`config.mk`:
```
export PLATFORM = sky130hd
export DESIGN_NAME = calc_port_scheduler
export DESIGN_NICKNAME = d
export VERILOG_FILES = /design/src/rtl/calc_sched_pkg.sv /design/src/rtl/calc_port_ctrl.sv /design/src/rtl/calc_port_scheduler.sv
export SDC_FILE = /design/constraint.sdc
export NUM_CORES = 1
export LEC_CHECK = 0
export BUFFER_PORTS_ARGS = -buffer_cell sky130_fd_sc_hd__buf_2
export CAP_MARGIN = 10
export CORE_UTILIZATION = 45
export CTS_CLUSTER_SIZE = 25
export DETAILED_ROUTE_END_ITERATION = 10
export PLACE_DENSITY = 0.75
export SYNTH_ARGS = -nofsm -noshare
export SYNTH_HDL_FRONTEND = slang
export SYNTH_SLANG_ARGS = --single-unit
```
`constraint.sdc`:
```
create_clock -name c_clk -period 4.8 [get_ports c_clk]
set_input_delay 0.72 -clock c_clk [delete_from_list [all_inputs] [get_ports c_clk]]
set_output_delay 0.72 -clock c_clk [all_outputs]
set_load 0.02 [all_outputs]
```
`src/rtl/calc_sched_pkg.sv`:
```
// Shared types for the calc port scheduler: commands, response codes,
// per-port state encoding and the captured request record.
package calc_sched_pkg;

  localparam int NUM_PORTS = 4;
  localparam int DATA_W    = 32;

  typedef enum logic [3:0] {
    CMD_NOP = 4'd0,
    CMD_ADD = 4'd1,
    CMD_SUB = 4'd2,
    CMD_SHL = 4'd5,
    CMD_SHR = 4'd6
  } cmd_e;

  typedef enum logic [1:0] {
    RESP_NONE = 2'd0,
    RESP_OK   = 2'd1,
    RESP_ERR  = 2'd2
  } resp_e;

  typedef enum logic [1:0] {
    ST_IDLE = 2'd0,
    ST_OP2  = 2'd1,
    ST_PEND = 2'd2,
    ST_BUSY = 2'd3
  } port_state_t;

  // Command as received, so unsupported codes survive until they are rejected
  typedef struct packed {
    logic [3:0]        cmd;
    logic [DATA_W-1:0] op1;
    logic [DATA_W-1:0] op2;
  } calc_req_t;

  // True for the commands the ALU understands
  function automatic logic cmd_is_valid(input logic [3:0] cmd);
    case (cmd)
      CMD_ADD, CMD_SUB, CMD_SHL, CMD_SHR: cmd_is_valid = 1'b1;
      default:                            cmd_is_valid = 1'b0;
    endcase
  endfunction

endpackage

```
`src/rtl/calc_port_ctrl.sv`:
```
// One requester port: captures a two-cycle command (cmd+op1, then op2),
// waits for arbitration, then waits for its ALU completion.
module calc_port_ctrl
  import calc_sched_pkg::*;
(
  input  logic        clk_i,
  input  logic        rst_ni,
  input  logic [3:0]  cmd_i,
  input  logic [31:0] data_i,
  input  logic        grant_i,
  input  logic        done_i,
  output logic        pend_o,
  output logic        busy_o,
  output logic        invalid_o,
  output calc_req_t   req_o
);

  port_state_t state_q;
  calc_req_t   req_q;

  // Port FSM and operand capture; commands arriving outside IDLE are ignored
  always_ff @(posedge clk_i) begin
    if (!rst_ni) begin
      state_q <= ST_IDLE;
      req_q   <= '0;
    end else begin
      case (state_q)
        ST_IDLE: begin
          if (cmd_i != CMD_NOP) begin
            req_q.cmd <= cmd_i;
            req_q.op1 <= data_i;
            state_q   <= ST_OP2;
          end
        end
        ST_OP2: begin
          req_q.op2 <= data_i;
          state_q   <= cmd_is_valid(req_q.cmd) ? ST_PEND : ST_IDLE;
        end
        ST_PEND: begin
          if (grant_i) state_q <= ST_BUSY;
        end
        ST_BUSY: begin
          if (done_i) state_q <= ST_IDLE;
        end
        default: state_q <= ST_IDLE;
      endcase
    end
  end

  assign pend_o    = (state_q == ST_PEND);
  assign busy_o    = (state_q == ST_BUSY);
  // Unsupported command leaves OP2 this cycle; the top answers it next cycle
  assign invalid_o = (state_q == ST_OP2) && !cmd_is_valid(req_q.cmd);
  assign req_o     = req_q;

endmodule

```
`src/rtl/calc_port_scheduler.sv`:
```
// Four requester ports sharing one ALU: round-robin arbitration into a
// single issue register, tag-based response routing back to the ports.
module calc_port_scheduler
  import calc_sched_pkg::*;
#(
  parameter int NUM_PORTS = calc_sched_pkg::NUM_PORTS
) (
  input  logic        c_clk,
  input  logic        reset,
  input  logic [3:0]  req1_cmd_in,
  input  logic [3:0]  req2_cmd_in,
  input  logic [3:0]  req3_cmd_in,
  input  logic [3:0]  req4_cmd_in,
  input  logic [31:0] req1_data_in,
  input  logic [31:0] req2_data_in,
  input  logic [31:0] req3_data_in,
  input  logic [31:0] req4_data_in,
  output logic [1:0]  out_resp1,
  output logic [1:0]  out_resp2,
  output logic [1:0]  out_resp3,
  output logic [1:0]  out_resp4,
  output logic [31:0] out_data1,
  output logic [31:0] out_data2,
  output logic [31:0] out_data3,
  output logic [31:0] out_data4,
  output logic        alu_valid,
  output logic [3:0]  alu_cmd,
  output logic [31:0] alu_op1,
  output logic [31:0] alu_op2,
  output logic [1:0]  alu_tag,
  input  logic        alu_ready,
  input  logic        alu_rsp_valid,
  input  logic [1:0]  alu_rsp,
  input  logic [31:0] alu_rsp_data,
  input  logic [1:0]  alu_rsp_tag
);

  logic [3:0]           cmd_s     [NUM_PORTS];
  logic [31:0]          data_s    [NUM_PORTS];
  calc_req_t            req_s     [NUM_PORTS];
  logic [NUM_PORTS-1:0] pend_s;
  logic [NUM_PORTS-1:0] busy_s;
  logic [NUM_PORTS-1:0] invalid_s;
  logic [NUM_PORTS-1:0] done_s;
  logic [NUM_PORTS-1:0] grant_s;
  logic                 grant_any_s;
  logic [1:0]           grant_idx_s;
  logic [1:0]           scan_idx_s;
  logic                 can_load_s;

  logic [1:0]  ptr_q;
  logic        issue_valid_q;
  calc_req_t   issue_req_q;
  logic [1:0]  issue_tag_q;
  logic [1:0]  resp_q  [NUM_PORTS];
  logic [31:0] rdata_q [NUM_PORTS];

  assign cmd_s[0]  = req1_cmd_in;
  assign cmd_s[1]  = req2_cmd_in;
  assign cmd_s[2]  = req3_cmd_in;
  assign cmd_s[3]  = req4_cmd_in;
  assign data_s[0] = req1_data_in;
  assign data_s[1] = req2_data_in;
  assign data_s[2] = req3_data_in;
  assign data_s[3] = req4_data_in;

  for (genvar p = 0; p < NUM_PORTS; p++) begin : g_port
    // A completion only counts for a port actually waiting on the ALU
    assign done_s[p] = alu_rsp_valid && (alu_rsp_tag == 2'(p)) && busy_s[p];

    calc_port_ctrl u_ctrl (
      .clk_i     (c_clk),
      .rst_ni    (reset),
      .cmd_i     (cmd_s[p]),
      .data_i    (data_s[p]),
      .grant_i   (grant_s[p]),
      .done_i    (done_s[p]),
      .pend_o    (pend_s[p]),
      .busy_o    (busy_s[p]),
      .invalid_o (invalid_s[p]),
      .req_o     (req_s[p])
    );
  end

  // Issue register can take a new request when empty or being drained now
  assign can_load_s = !issue_valid_q || alu_ready;

  // Round-robin scan starting at the pointer; no grant if issue is blocked
  always_comb begin
    grant_s     = '0;
    grant_any_s = 1'b0;
    grant_idx_s = 2'd0;
    scan_idx_s  = 2'd0;
    for (int k = 0; k < NUM_PORTS; k++) begin
      scan_idx_s = ptr_q + 2'(k);
      if (can_load_s && !grant_any_s && pend_s[scan_idx_s]) begin
        grant_any_s = 1'b1;
        grant_idx_s = scan_idx_s;
      end else begin
        grant_any_s = grant_any_s;
      end
    end
    if (grant_any_s) begin
      grant_s[grant_idx_s] = 1'b1;
    end else begin
      grant_s = '0;
    end
  end

  // Issue register and arbitration pointer; contents held while stalled
  always_ff @(posedge c_clk) begin
    if (!reset) begin
      issue_valid_q <= 1'b0;
      issue_req_q   <= '0;
      issue_tag_q   <= 2'd0;
      ptr_q         <= 2'd0;
    end else if (grant_any_s) begin
      issue_valid_q <= 1'b1;
      issue_req_q   <= req_s[grant_idx_s];
      issue_tag_q   <= grant_idx_s;
      ptr_q         <= grant_idx_s + 2'd1;
    end else if (alu_ready) begin
      issue_valid_q <= 1'b0;
    end
  end

  // One-cycle responses: invalid-command error or routed ALU completion
  always_ff @(posedge c_clk) begin
    for (int p = 0; p < NUM_PORTS; p++) begin
      if (!reset) begin
        resp_q[p]  <= RESP_NONE;
        rdata_q[p] <= 32'd0;
      end else if (invalid_s[p]) begin
        resp_q[p]  <= RESP_ERR;
        rdata_q[p] <= 32'd0;
      end else if (done_s[p]) begin
        resp_q[p]  <= alu_rsp;
        rdata_q[p] <= alu_rsp_data;
      end else begin
        resp_q[p]  <= RESP_NONE;
        rdata_q[p] <= 32'd0;
      end
    end
  end

  assign alu_valid = issue_valid_q;
  assign alu_cmd   = issue_req_q.cmd;
  assign alu_op1   = issue_req_q.op1;
  assign alu_op2   = issue_req_q.op2;
  assign alu_tag   = issue_tag_q;

  assign out_resp1 = resp_q[0];
  assign out_resp2 = resp_q[1];
  assign out_resp3 = resp_q[2];
  assign out_resp4 = resp_q[3];
  assign out_data1 = rdata_q[0];
  assign out_data2 = rdata_q[1];
  assign out_data3 = rdata_q[2];
  assign out_data4 = rdata_q[3];

endmodule

```
# Yosys cells after proc, flatten, opt, wreduce, memory -nomap -nowiden
# Memories as Yosys holds them, arrays and structs flattened.
# Cells that the tools add are included.
# word_totals
regBits,353
ram_bits,136
input_bits,184
out_inout_bits,207
wordCells,279
n_memories,2
# mem_list
memory,words,width,read_ports,rd_clocked_by_memory_dff,wr,line_no,rtl
rdata_q,4,32,4,0,4,calc_port_scheduler.sv:56,logic [31:0] rdata_q [NUM_PORTS];
resp_q,4,2,4,0,4,calc_port_scheduler.sv:55,logic [1:0] resp_q [NUM_PORTS];
# op_classes
n_addsub,4
order_cmp,7
eq_ne,43
mux,125
bitwise,25
n_reduce_logical,51
# ops
op,n
two-way mux 32 bit,12
binary-select mux 68 bit (select 2 bit),1
two-way mux 68 bit,2
two-way mux 1 bit,68
two-way mux 2 bit,32
"equality test 4 x 3 -> 1 bit, second input constant",8
case mux 2 bit (4 select lines),4
OR 1 bit,24
"equality test 2 bit, second input constant",10
logical AND 1 bit,20
"equality test 4 x 1 -> 1 bit, second input constant",4
"equality test 4 x 2 -> 1 bit, second input constant",4
"!= test 2 x 1 -> 1 bit, second input constant",8
nonzero test 4 bit,4
OR reduction 4 bit,4
"less-than comparator 2 x 3 -> 1 bit, second input constant",5
AND reduction 3 bit,4
"equality test 2 x 1 -> 1 bit, second input constant",5
zero test 2 bit,5
binary-select mux 1 bit (select 2 bit),4
zero test 1 bit,8
"!= test 2 bit, second input constant",4
AND reduction 2 bit,4
"adder 2 x 1 -> 2 bit, second input constant",2
8 further kinds,9

# Depth between registers and ports, before layout
# Gate-level depths: netlist of run 1.
# depth
ltp_word,24
ltp_mapped,10
mapped_depth_nobuf,6

# Modules after synthesis
# From an unflattened synthesis of run 1, not the netlist that was laid out.
# hier_totals
hier_cells,2045
area_unflattened_um2,20840.0
# modules_own_cells
module,n_inst,cells_each,area_each_um2,seq_area_each_um2
calc_port_ctrl,4,315,2765.2,1401.3
calc_port_scheduler,1,785,9779.4,5545.3

# Worst setup path after synthesis of run 1
# OpenSTA, ideal clock, no wires.
# synth_timing
path_kind,input -> register
from,input port alu_ready
to,register issue_req_q (netlist bit alu_op1[12])
setup_ns,0.129
t_arrival_ns,2.351
required_ns,4.671
path_slack_ns,2.320
stages,8
n_path_buf,2
path_cell_list,nor2b_1 a21oi_1 and3b_1 a311oi_1 buf_2 clkbuf_1 mux2i_1 o221ai_2
# synth_between
elab_chain_cells,19
word_cells_on_any_way,23
cone_classes,11 x mux; 1 x bitwise; 11 x reduce/logical
# synth_rtl
element,line_no,rtl
start: declaration,calc_port_scheduler.sv:31,"input logic alu_ready,"
logical OR 1 bit (*),calc_port_scheduler.sv:86,assign can_load_s = !issue_valid_q || alu_ready;
logical AND 1 bit,calc_port_scheduler.sv:96,if (can_load_s && !grant_any_s && pend_s[scan_idx_s]) begin
two-way mux 1 bit,calc_port_scheduler.sv:96,
zero test 1 bit,calc_port_scheduler.sv:96,
logical AND 1 bit (2 in a row),calc_port_scheduler.sv:96,
two-way mux 1 bit,calc_port_scheduler.sv:96,
zero test 1 bit,calc_port_scheduler.sv:96,
logical AND 1 bit (2 in a row),calc_port_scheduler.sv:96,
two-way mux 1 bit,calc_port_scheduler.sv:96,
zero test 1 bit,calc_port_scheduler.sv:96,
logical AND 1 bit (2 in a row),calc_port_scheduler.sv:96,
two-way mux 2 bit,calc_port_scheduler.sv:96,
NOT 2 -> 3 bit (implied by the code),calc_port_scheduler.sv:119,issue_req_q <= req_s[grant_idx_s];
binary-select mux 68 bit (select 2 bit),calc_port_scheduler.sv:119,
two-way mux 68 bit (implied by the code) (2 in a row),calc_port_scheduler.sv:119,
end signal: assignment,calc_port_scheduler.sv:119,
end: declaration,calc_port_scheduler.sv:53,calc_req_t issue_req_q;
# Mark *: on every way between the ends. The rest lies on a longest branch, timed or not. The select of a mux whose other input is x is not followed.
# A chain may end at the register's enable or synchronous reset.

# Worst setup path after layout of run 1
# layout_timing
from,register ptr_q[0]
to,register issue_req_q (netlist bit alu_op2[15])
# layout_between
elab_chain_cells,20
word_cells_on_any_way,33
cone_classes,3 x add/sub; 19 x mux; 1 x bitwise; 10 x reduce/logical
# layout_rtl
element,line_no,rtl
start: declaration,calc_port_scheduler.sv:51,logic [1:0] ptr_q;
start signal: assignment,calc_port_scheduler.sv:121,ptr_q <= grant_idx_s + 2'd1;
binary-select mux 1 bit (select 2 bit),calc_port_scheduler.sv:96,
two-way mux 1 bit (implied by the code),calc_port_scheduler.sv:96,
logical AND 1 bit,calc_port_scheduler.sv:96,
two-way mux 1 bit,calc_port_scheduler.sv:96,
zero test 1 bit,calc_port_scheduler.sv:96,
logical AND 1 bit (2 in a row),calc_port_scheduler.sv:96,
two-way mux 1 bit,calc_port_scheduler.sv:96,
zero test 1 bit,calc_port_scheduler.sv:96,
logical AND 1 bit (2 in a row),calc_port_scheduler.sv:96,
two-way mux 1 bit,calc_port_scheduler.sv:96,
zero test 1 bit,calc_port_scheduler.sv:96,
logical AND 1 bit (2 in a row),calc_port_scheduler.sv:96,
two-way mux 2 bit,calc_port_scheduler.sv:96,
NOT 2 -> 3 bit (implied by the code),calc_port_scheduler.sv:119,
binary-select mux 68 bit (select 2 bit),calc_port_scheduler.sv:119,
two-way mux 68 bit (implied by the code) (2 in a row),calc_port_scheduler.sv:119,
# Several ways; a longest one is shown, not always the timed one. The select of a mux whose other input is x is not followed.

==> results of run 1 <==
-- sequential cells by signal, summed over array words and instances, names as in the netlist, named ones only --
signal,flops
ptr_q,2
alu_op2,32
g_port.u_ctrl.req_o,272
alu_op1,32
alu_cmd,4
alu_tag,2
resp_q,8
rdata_q,128
alu_valid,1
g_port.u_ctrl.state_q,4
-- worst reg2reg max path, delay by kind of cell, from the launching register on --
kind                   cells  cell delay (ns)
AOI/OAI and AO/OA          2             0.32
and+or+nand+nor            4             1.80
DFF                        1             0.64
buffers and inverters      1             0.50
-- cells by family (layout without fill, tap and decap cells) --
logic type	after synthesis	count (layout)	share of synthesized area, %
and+or+nand+nor	814	814	18.4
DFF	489	489	58.2
AOI/OAI and AO/OA	386	386	12.7
buffers and inverters	149	506	3.19
muxes	138	138	7.34
xor gates and xnor gates	4	4	0.183
other	1	142	0.0196
-- synth_stat cells, drive strengths merged (4+ instances only) --
cell	instances	area share [%]
dfxtp	353	37
a21oi	273	7.1
nand2	608	12
o21a	5	0.20
a22oi	11	0.43
nor3	8	0.21
o21ai	5	0.13
edfxtp	136	21
and2	133	4.3
mux2i	136	7.1
o221ai	69	3.8
o211ai	5	0.22
nor4	4	0.13
nand2b	15	0.49
nor2b	8	0.26
nor2	24	0.47
buf	34	0.93
clkbuf	113	2.2
-- final timing paths --
| kind | startpoint | cells past startpoint | slack, ns | to |
|---|---|---|---|---|
| worst max-delay path | ptr_q[0] | 7 | 1.38 | alu_op2[15] |
| worst min-delay path | req3_data_in[3] | 3 | 0.39 | g_port[2].u_ctrl.req_o[3] |
| worst max register to register | ptr_q[0] | 7 | 1.38 | alu_op2[15] |
| worst min register to register | g_port[2].u_ctrl.req_o[40] | 2 | 0.45 | g_port[2].u_ctrl.req_o[40] |
-- layer usage --
layer / wire length, um / track usage [%]
met3: 4800 / 5.75
met2: 27800 / 44.1
met5: 140 / 0
met1: 23400 / 32.4
met4: 2670 / 13.8
-- area by class of cell --
class | count | area share (%)
Multi-Input combinational cell | 1478 | 33.7
Inverter | 2 | 0.0631
Timing Repair Buffer | 409 | 8.91
Clock buffer | 66 | 6.06
Antenna cell | 6 | 0.0631
Sequential cell | 489 | 46.9
Clock inverter | 29 | 1.49
Tap cell | 539 | 2.83
-- per-stage QoR --
step | cells | hold slack [ns]
final | 3018 | 0.385
after detailed placement | 2917 | 0.446
after global placement | 2917 | 0.441
after global routing | 3018 | 0.369
after CTS | 3012 | 0.345
after floorplan | 2116 | 0.436
-- power by group through the flow --
stage	clock, mW	sequential [mW]	combinational, mW
floorplan	0	5.07	1.90
global placement	0	5.00	2.87
detailed placement	0	5.02	2.93
CTS	4.27	4.94	2.95
global route	4.44	4.98	3.14
finish	4.20	4.94	2.97
==> qor.csv, run 1 <==
stage,metric,value,unit
detailed_routing,drt total wl,58800,um
detailed_routing,First-pass DRT Iterations,8,
yosys,sequential cell area fraction in the yosys report,58.2,%
die,die area,43400,sq um
detailed_routing,DR vias/cell,5.33,
timing,Period minus WS final,3.42,ns
yosys,asr flop ratio synth,0,%
run_status,outcome,"complete, no violations",
yosys,Post-synth EDFFs,136,
detailed_routing,Routed wire per std cell,19.5,um
pwr,Comb pwr share,24.5,%
pwr,Reg power frac,40.8,%
setup_path,Critical-path top delay cell,nor3_1,
die,core area,41900,sq um
timing,Final Hold Viols,0,
detailed_routing,detailed-route via count,16100,
clocking,CTS max path bufs,3,
pwr,switching power,3.88,mW
detailed_routing,Antenna Nets Post-Route,0,
clocking,postcts setup bufs,0,
global_route,global-route wire length before repair,89300,um
layout,fillcell total,3600,
yosys,Synth cell types,53,
global_route,vias in the first global route,15800,
setup_path,CP top delay family,simple AND/OR/NAND/NOR gates,
min_path,Min-Delay Path Class,in -> reg,
setup_path,worst endpoint data arrival time,3.84,ns
clocking,worst-skew pair later-pin latency,0.58,ns
timing,Max Freq,0.293,GHz
timing,RSZ-0062 raised after global routing,false,
global_route,total grt overflow,0,
placed_design,port bufs,390,
layout,Layout area overhead,24.2,%
placed_design,dpl hpwl,38100,um
pwr,power consumption,12.1,mW
global_route,largest net degree at the start of global routing,117,
setup_path,Crit Path Max Fanout,32,
layout,"commonest non-fill, non-tap cell in the layout",nand2_1,
setup_path,max incr delay on CP,0.71,ns
flow_run,Maximum Capacitance Violations,0,
detailed_routing,DRC errors left,0,
setup_path,Startpoint Class,register,
yosys,Synth Instances,1981,
placed_design,Final Wtd Congestion,0.898,
clocking,clk slew on worst S/H paths,0.06,ns
clocking,clock root cell,clkbuf_16,
setup_path,Buf/Inv on CP,1,
global_route,GRT Resource Usage Total,26.6,%
clocking,# hold bufs at CTS,0,
clocking,Num Clock Sinks,489,
placed_design,pre-CTS WS,1.25,ns
die,Die W,208,um
clocking,H-tree depth,2,
clocking,Post-CTS Resized,0,
clocking,Num CTS Buffers,52,
die,Die Y,208,um
timing,Final setup viols,0,
timing,min setup slack post-route,1.38,ns
yosys,post-synthesis average cell area,9.67,sq um
yosys,Mapped Area,19200,sq um
timing,Setup TNS Final,0,ns
pwr,Max VDD drop,0.314,mV
detailed_routing,initial drt markers,1265,
die,site row count,75,
timing,Worst slew margin,18.6,%
yosys,Most used DFF post-synth,dfxtp_1,
clocking,CTS tree,done,
layout,post-route core utilization,56.7,%
pwr,internal power,8.23,mW
layout,area of the multi-input gates,8020,sq um
die,Starting Density,45.7,%
layout,nets@finish,2616,
timing,max-slew violations,0,
pwr,power density cells,509,nW/um^2
timing,worst-margin pin slew,1.22,ns
layout,most frequent cells in the layout,"nand2_1, buf_2, dfxtp_1",
timing,clock skew,0.0137,ns
setup_path,"Cell Chain, Critical Path",nor2b_1 > nor3b_1 > o21ai_0 > nor3_1 > or4_2 > buf_4 > o221ai_1,
setup_path,worst path required time,5.22,ns
layout,register area,11200,sq um
timing,Final period util,71.2,%
yosys,Seq cells post-synth,489,
yosys,Ys Warns,0,
layout,share of layout cells above drive strength 1,22.1,%
pwr,Sw Ratio,32.1,%
setup_path,kind of end point of the critical path,register,
placed_design,area post-placement,22000,sq um
global_route,antenna violations before repair,18,
pwr,Lkg Pwr,10.4,nW
die,# IOs,391,
setup_path,critical path class,reg -> reg,
layout,design area,23800,sq um
pwr,clock power share,34.7,%
(Power assumes the default switching activity.)
==> run 2: changes to the inputs <==
Clock period 4.8 ns to 3.5 ns, I/O delays scaled along.
==> qor.csv, run 2 (synthesized netlist as in run 1, its figures left out) <==
stage,metric,value,unit,change
run_status,outcome,"complete, no violations",,
clocking,CTS tree,done,,
flow_run,Maximum Capacitance Violations,0,,unchanged
clocking,Num Clock Sinks,489,,unchanged
detailed_routing,Routed wire per std cell,19.3,um,-0.80%
timing,Max Freq,0.312,GHz,+6.5%
clocking,clock root cell,clkbuf_16,,
setup_path,Crit Path Max Fanout,68,,+110%
timing,Period minus WS final,3.21,ns,-0.209 ns
setup_path,Critical-path top delay cell,buf_4,,
die,Starting Density,45.7,%,unchanged
setup_path,worst endpoint data arrival time,3.63,ns,-0.21 ns
pwr,Lkg Pwr,10.4,nW,+0.26%
detailed_routing,max layer used,met5,,
global_route,GRT Resource Usage Total,26.2,%,-0.33 points
placed_design,pre-CTS WS,0.372,ns,-0.879 ns
layout,max FFs per register,272,,unchanged
setup_path,critical path class,reg -> reg,,
timing,Worst slew margin,28.1,%,+9.5 points
clocking,postcts setup bufs,0,,unchanged
clocking,worst-skew pair later-pin latency,0.60,ns,+0.02 ns
setup_path,max incr delay on CP,0.84,ns,+0.13 ns
timing,Final Hold Viols,0,,unchanged
min_path,Min-Delay Path Class,in -> reg,,
detailed_routing,detailed-route via count,16200,,+0.57%
global_route,vias in the first global route,15500,,-2.1%
detailed_routing,wire length on met3,4790,um,-0.15%
timing,worst-margin pin slew,1.08,ns,-0.140 ns
setup_path,"Cell Chain, Critical Path",or3b_2 > a21oi_1 > a2bb2oi_1 > o22a_2 > o211ai_4 > buf_4 > o221ai_1,,
timing,RSZ-0062 raised after global routing,false,,
die,site row count,75,,unchanged
pwr,power consumption,16.4,mW,+35%
timing,min setup slack post-route,0.292,ns,-1.09 ns
clocking,Num CTS Buffers,51,,-1.9%
detailed_routing,Antenna Nets Post-Route,0,,unchanged
detailed_routing,Met2 Wirelength,28200,um,+1.5%
detailed_routing,drt total wl,58600,um,-0.38%
setup_path,Startpoint Class,register,,
timing,Final period util,91.7,%,+20 points
timing,Setup TNS Final,0,ns,unchanged
placed_design,port bufs,390,,unchanged
clocking,Post-CTS Resized,0,,unchanged
placed_design,Final Wtd Congestion,0.865,,-3.6%
die,Die Y,208,um,unchanged
placed_design,Placed Instances,2933,,+0.55%
layout,Layout area overhead,24.5,%,
clocking,# hold bufs at CTS,0,,unchanged
layout,nets@finish,2631,,+0.57%
layout,Non-Filler Instances,3031,,+0.43%
detailed_routing,DRC errors left,0,,unchanged
die,# IOs,391,,unchanged
die,core area,41900,sq um,unchanged
detailed_routing,initial drt markers,1080,,-15%
detailed_routing,DRT met1 WL,23300,um,-0.15%
timing,Final setup viols,0,,unchanged
die,die area,43400,sq um,unchanged
layout,design area,23900,sq um,+0.30%
layout,"commonest non-fill, non-tap cell in the layout",nand2_1,,
layout,most frequent cells in the layout,"nand2_1, buf_2, dfxtp_1",,
global_route,global-route wire length before repair,87700,um,-1.7%
die,Die W,208,um,unchanged
clocking,clk slew on worst S/H paths,0.06,ns,about the same
global_route,antenna violations before repair,19,,+1
setup_path,r2r setup slk,0.29,ns,-1.09 ns
timing,max-slew violations,0,,unchanged
pwr,Max VDD drop,0.455,mV,+45%
placed_design,dpl hpwl,39100,um,+2.6%
clocking,CTS max path bufs,3,,unchanged
layout,share of layout cells above drive strength 1,22.3,%,+0.19 points
placed_design,area post-placement,22200,sq um,+1.0%
detailed_routing,First-pass DRT Iterations,9,,+1
pwr,power density cells,687,nW/um^2,+35%
global_route,largest net degree at the start of global routing,130,,+11%
clocking,H-tree depth,2,,unchanged
setup_path,kind of end point of the critical path,register,,
detailed_routing,DR vias/cell,5.34,,+0.13%
setup_path,worst path required time,3.92,ns,-1.30 ns
global_route,total grt overflow,0,,unchanged
timing,clock skew,0.0276,ns,+0.0139 ns
[run 2: changes by cell type in the layout (fill, tap and decap cells not counted)]
cell        before  now
clkinv_2        12    3
clkinv_4         1    3
clkbuf_1         3    6
clkbuf_16       54   51
clkbuf_2         5    3
clkinvlp_4       3    4
bufinv_16        8    3
inv_8            1    2
buf_4           17   25
buf_12           2   10
inv_6            0    3
clkinvlp_2       1    0
diode_2          6    9
clkbuf_8         4    8
[run 2: cell type report]
class,count,area [sq um]
clock inverter,21,216
sequential,489,11200
timing repair buffer,425,2340
multi-input combinational,1478,8020
antenna,9,22.5
inverter,2,15.0
fill,3640,18100
clock buffer,68,1420
tap,539,674
[run 2: worst max-delay path, delay by kind of cell (launching register included)]
kind | cells | cell delay (ns)
AOI/OAI and AO/OA | 5 | 1.13
buffers and inverters | 1 | 0.84
DFF | 1 | 0.53
and+or+nand+nor | 1 | 0.50
[run 2: metal layers]
| metal | up-vias | global-route usage [%] |
|---|---|---|
| met5 | - | 0 |
| met4 | 24 | 10.8 |
| met3 | 148 | 6.35 |
| met2 | 690 | 44.6 |
| met1 | 7745 | 31.7 |
| li1 | 7583 | - |
[run 2: where the power goes]
group / internal [mW] / switching (mW) / total, mW / leakage (nW)
registers: 6.40 / 0.372 / 6.77 / 4.30
logic: 1.56 / 2.72 / 4.28 / 5.29
clock network: 3.08 / 2.26 / 5.34 / 0.801
[run 2: path summary, 6_finish.rpt]
path,start,to,cells past startpoint
max,register,alu_op2[30],7
min,req4_data_in[23],g_port[3].u_ctrl.req_o[23],3
min reg2reg,g_port[2].u_ctrl.req_o[34],g_port[2].u_ctrl.req_o[34],2
max reg2reg,register,alu_op2[30],7
[run 2: through the flow]
stage / util, % / hold WS, ns
floorplan: - / 0.436
global placement: 52.9 / 0.441
detailed placement: 52.9 / 0.442
CTS: 56.8 / 0.152
global route: 56.9 / 0.165
finish: 56.9 / 0.181
==> run 3: changes to the inputs <==
Settings changed: ABC_AREA set to 1, PLACE_DENSITY 0.75 to 0.74.
==> qor.csv, run 3 <==
stage,metric,value,unit,change
yosys,largest family of logic cells by synthesized area,simple AND/OR/NAND/NOR gates,,
yosys,post-synthesis average cell area,8.02,sq um,-17%
detailed_routing,initial drt markers,1764,,+63%
yosys,dominant cell type by area after synthesis,dfxtp_1,,
timing,worst-margin pin slew,1.04,ns,-0.0402 ns
placed_design,Final Wtd Congestion,0.949,,+9.6%
pwr,power consumption,20.3,mW,+24%
yosys,Ys Warns,0,,unchanged
yosys,asr flop ratio synth,0,%,unchanged
clocking,Num Clock Sinks,489,,unchanged
global_route,total grt overflow,0,,unchanged
timing,RSZ-0062 raised after global routing,false,,
yosys,Most used DFF post-synth,dfxtp_1,,
timing,Max Freq,0.337,GHz,+8.1%
pwr,power density cells,842,nW/um^2,+23%
yosys,Adder-Cell Fraction of Synth Area,0,%,unchanged
yosys,Compound-Gate Fraction of Synth Area,13.4,%,+0.68 points
setup_path,kind of end point of the critical path,register,,
global_route,global-route wire length before repair,97100,um,+11%
layout,"commonest non-fill, non-tap cell in the layout",nor2_1,,
timing,Setup TNS Final,0,ns,unchanged
die,site row count,76,,+1.3%
detailed_routing,Antenna Nets Post-Route,0,,unchanged
timing,Final period util,84.8,%,-6.9 points
setup_path,worst endpoint data arrival time,3.46,ns,-0.17 ns
yosys,Synth Instances,2442,,+23%
global_route,vias in the first global route,17200,,+11%
setup_path,critical path class,reg -> reg,,
die,die area,44400,sq um,+2.2%
run_status,outcome,"complete, no violations",,
pwr,Reg power frac,35.8,%,-5.5 points
timing,Final setup viols,0,,unchanged
clocking,clk slew on worst S/H paths,0.06,ns,about the same
global_route,largest net degree at the start of global routing,143,,+10%
setup_path,worst path required time,4.00,ns,+0.08 ns
clocking,CTS max path bufs,3,,unchanged
pwr,Sw Ratio,41.5,%,+8.8 points
yosys,synth top area cells,"dfxtp_1, edfxtp_1, nor2_1, o21ai_0, nand2_1",,
yosys,area share of the largest cell type after synthesis,36.1,%,-0.80 points
yosys,Synth cell types,39,,-26%
setup_path,Crit Path Max Fanout,20,,-71%
die,Die W,211,um,+1.1%
yosys,mux cell area share after synthesis,0,%,-7.3 points
pwr,clock power share,25.5,%,-7.1 points
yosys,Seq cells post-synth,489,,unchanged
clocking,H-tree depth,2,,unchanged
flow_run,Maximum Capacitance Violations,0,,unchanged
placed_design,port bufs,390,,unchanged
setup_path,max incr delay on CP,0.55,ns,-0.29 ns
detailed_routing,DRC errors left,0,,unchanged
global_route,GRT Resource Usage Total,28.9,%,+2.6 points
setup_path,"Cell Chain, Critical Path",inv_4 > nand2_1 > nand2_1 > nand3_1 > nand3_2 > nand3_1 > nand3_1 > nand2_1 > nand2_4 > nand2_2 > buf_4 > buf_4 > nor2_1 > a21oi_1 > nand3_1 > nand2_1 > inv_1,,
pwr,Lkg Pwr,11.4,nW,+9.7%
timing,Worst slew margin,30.6,%,+2.5 points
layout,register area,11200,sq um,unchanged
layout,nets@finish,3087,,+17%
clocking,postcts setup bufs,0,,unchanged
layout,max FFs per register,272,,unchanged
detailed_routing,First-pass DRT Iterations,5,,-4
layout,area of the multi-input gates,7410,sq um,-7.6%
clocking,Num CTS Buffers,51,,unchanged
die,core area,43000,sq um,+2.5%
placed_design,dpl hpwl,47000,um,+20%
setup_path,Buf/Inv on CP,4,,+3
timing,Final Hold Viols,0,,unchanged
yosys,Mapped Area,19600,sq um,+2.2%
timing,clock skew,0.0143,ns,-0.0133 ns
clocking,Post-CTS Resized,0,,unchanged
timing,min setup slack post-route,0.532,ns,+0.240 ns
pwr,Comb pwr share,38.6,%,+13 points
setup_path,CP top delay family,simple AND/OR/NAND/NOR gates,,
clocking,# hold bufs at CTS,0,,unchanged
timing,max-slew violations,0,,unchanged
pwr,Max VDD drop,0.618,mV,+36%
setup_path,Startpoint Class,register,,
clocking,clock root cell,clkbuf_16,,
yosys,xor and xnor area share after synthesis,0.0447,%,-0.14 points
timing,Period minus WS final,2.97,ns,-0.240 ns
clocking,worst-skew pair later-pin latency,0.59,ns,about the same
layout,share of layout cells above drive strength 1,18.0,%,-4.3 points
yosys,Synth top cells by count,"nor2_1, dfxtp_1, o21ai_0, nand2_1, inv_1",,
die,Starting Density,45.6,%,-0.11 points
yosys,sequential cell area fraction in the yosys report,56.9,%,-1.3 points
yosys,Post-synth EDFFs,136,,unchanged
layout,Layout area overhead,22.9,%,
detailed_routing,Routed wire per std cell,18.3,um,-5.1%
setup_path,Critical-path top delay cell,dfxtp_1,,
yosys,most frequent cell after synthesis,nor2_1,,
clocking,CTS tree,done,,
die,# IOs,391,,unchanged
min_path,Min-Delay Path Class,in -> reg,,
detailed_routing,drt total wl,64800,um,+11%
layout,most frequent cells in the layout,"nor2_1, buf_2, dfxtp_1",,
layout,fillcell total,3998,,+9.8%
global_route,antenna violations before repair,10,,-9
pwr,switching power,8.41,mW,+57%
placed_design,pre-CTS WS,0.427,ns,+0.0556 ns
die,Die Y,211,um,+1.1%
detailed_routing,DR vias/cell,5.08,,-4.9%
yosys,Post-Synth Simple-Gate Area,21.7,%,+3.3 points
detailed_routing,detailed-route via count,18000,,+11%
setup_path,r2r setup slk,0.53,ns,+0.24 ns
pwr,internal power,11.9,mW,+7.5%
## run 3: power by group through the flow
stage | clock network, mW | logic (mW) | registers (mW)
CTS | 5.25 | 7.73 | 7.25
detailed placement | 0 | 7.70 | 7.36
global route | 5.50 | 8.60 | 7.34
global placement | 0 | 7.60 | 7.33
floorplan | 0 | 5.03 | 7.57
finish | 5.18 | 7.83 | 7.27
## run 3: layer usage
layer  wire [um]  vias up  GRT usage, %  share of wire [%]
met5          12        -             0              0.019
met4        3530        2          15.5                5.5
met3        5490      159          6.63                8.5
met2       32700      826          51.3                 51
met1       23000     8310          31.9                 36
li1            -     8667             -                  -
## run 3: worst paths after layout
check / cells after the start / start / to
hold / removal: 3 / req2_data_in[22] / g_port[1].u_ctrl.req_o[54]
hold reg to reg: 2 / g_port[0].u_ctrl.req_o[1] / g_port[0].u_ctrl.req_o[1]
setup reg to reg: 17 / ptr_q[0] / alu_op1[1]
setup / recovery: 17 / ptr_q[0] / alu_op1[1]
## run 3: cells by family (layout without fill, tap and decap cells)
| group | count (synthesis) | count (layout) |
|---|---|---|
| xor+xnor | 1 | 1 |
| flops | 489 | 489 |
| simple gates | 1051 | 1051 |
| other cells | 1 | 142 |
| compound gates | 509 | 509 |
| buf+inv | 391 | 758 |
## run 3: layout make-up
class	count	share of cell area, %
Timing Repair Buffer	424	9.45
Tap cell	585	3.04
Antenna cell	6	0.0623
Clock inverter	23	0.686
Multi-Input combinational cell	1697	30.8
Inverter	240	3.76
Clock buffer	71	5.94
Sequential cell	489	46.3
## run 3: stage by stage
stage                     hold slack (ns)  instance area (sq um)  instances  util [%]
after floorplan                     0.424                  20100       2577         -
after global placement              0.433                  22500       3435      52.3
after detailed placement            0.439                  22500       3435      52.3
after CTS                           0.138                  24100       3529      56.0
after global routing                0.159                  24100       3535      56.0
final                               0.169                  24100       3535      56.0
## run 3: worst register-to-register path, delay by kind of cell, from the launching register on
family	cells	cell delay (ns)
simple gates	12	1.39
flops	1	0.55
buf+inv	4	0.62
compound gates	1	0.32
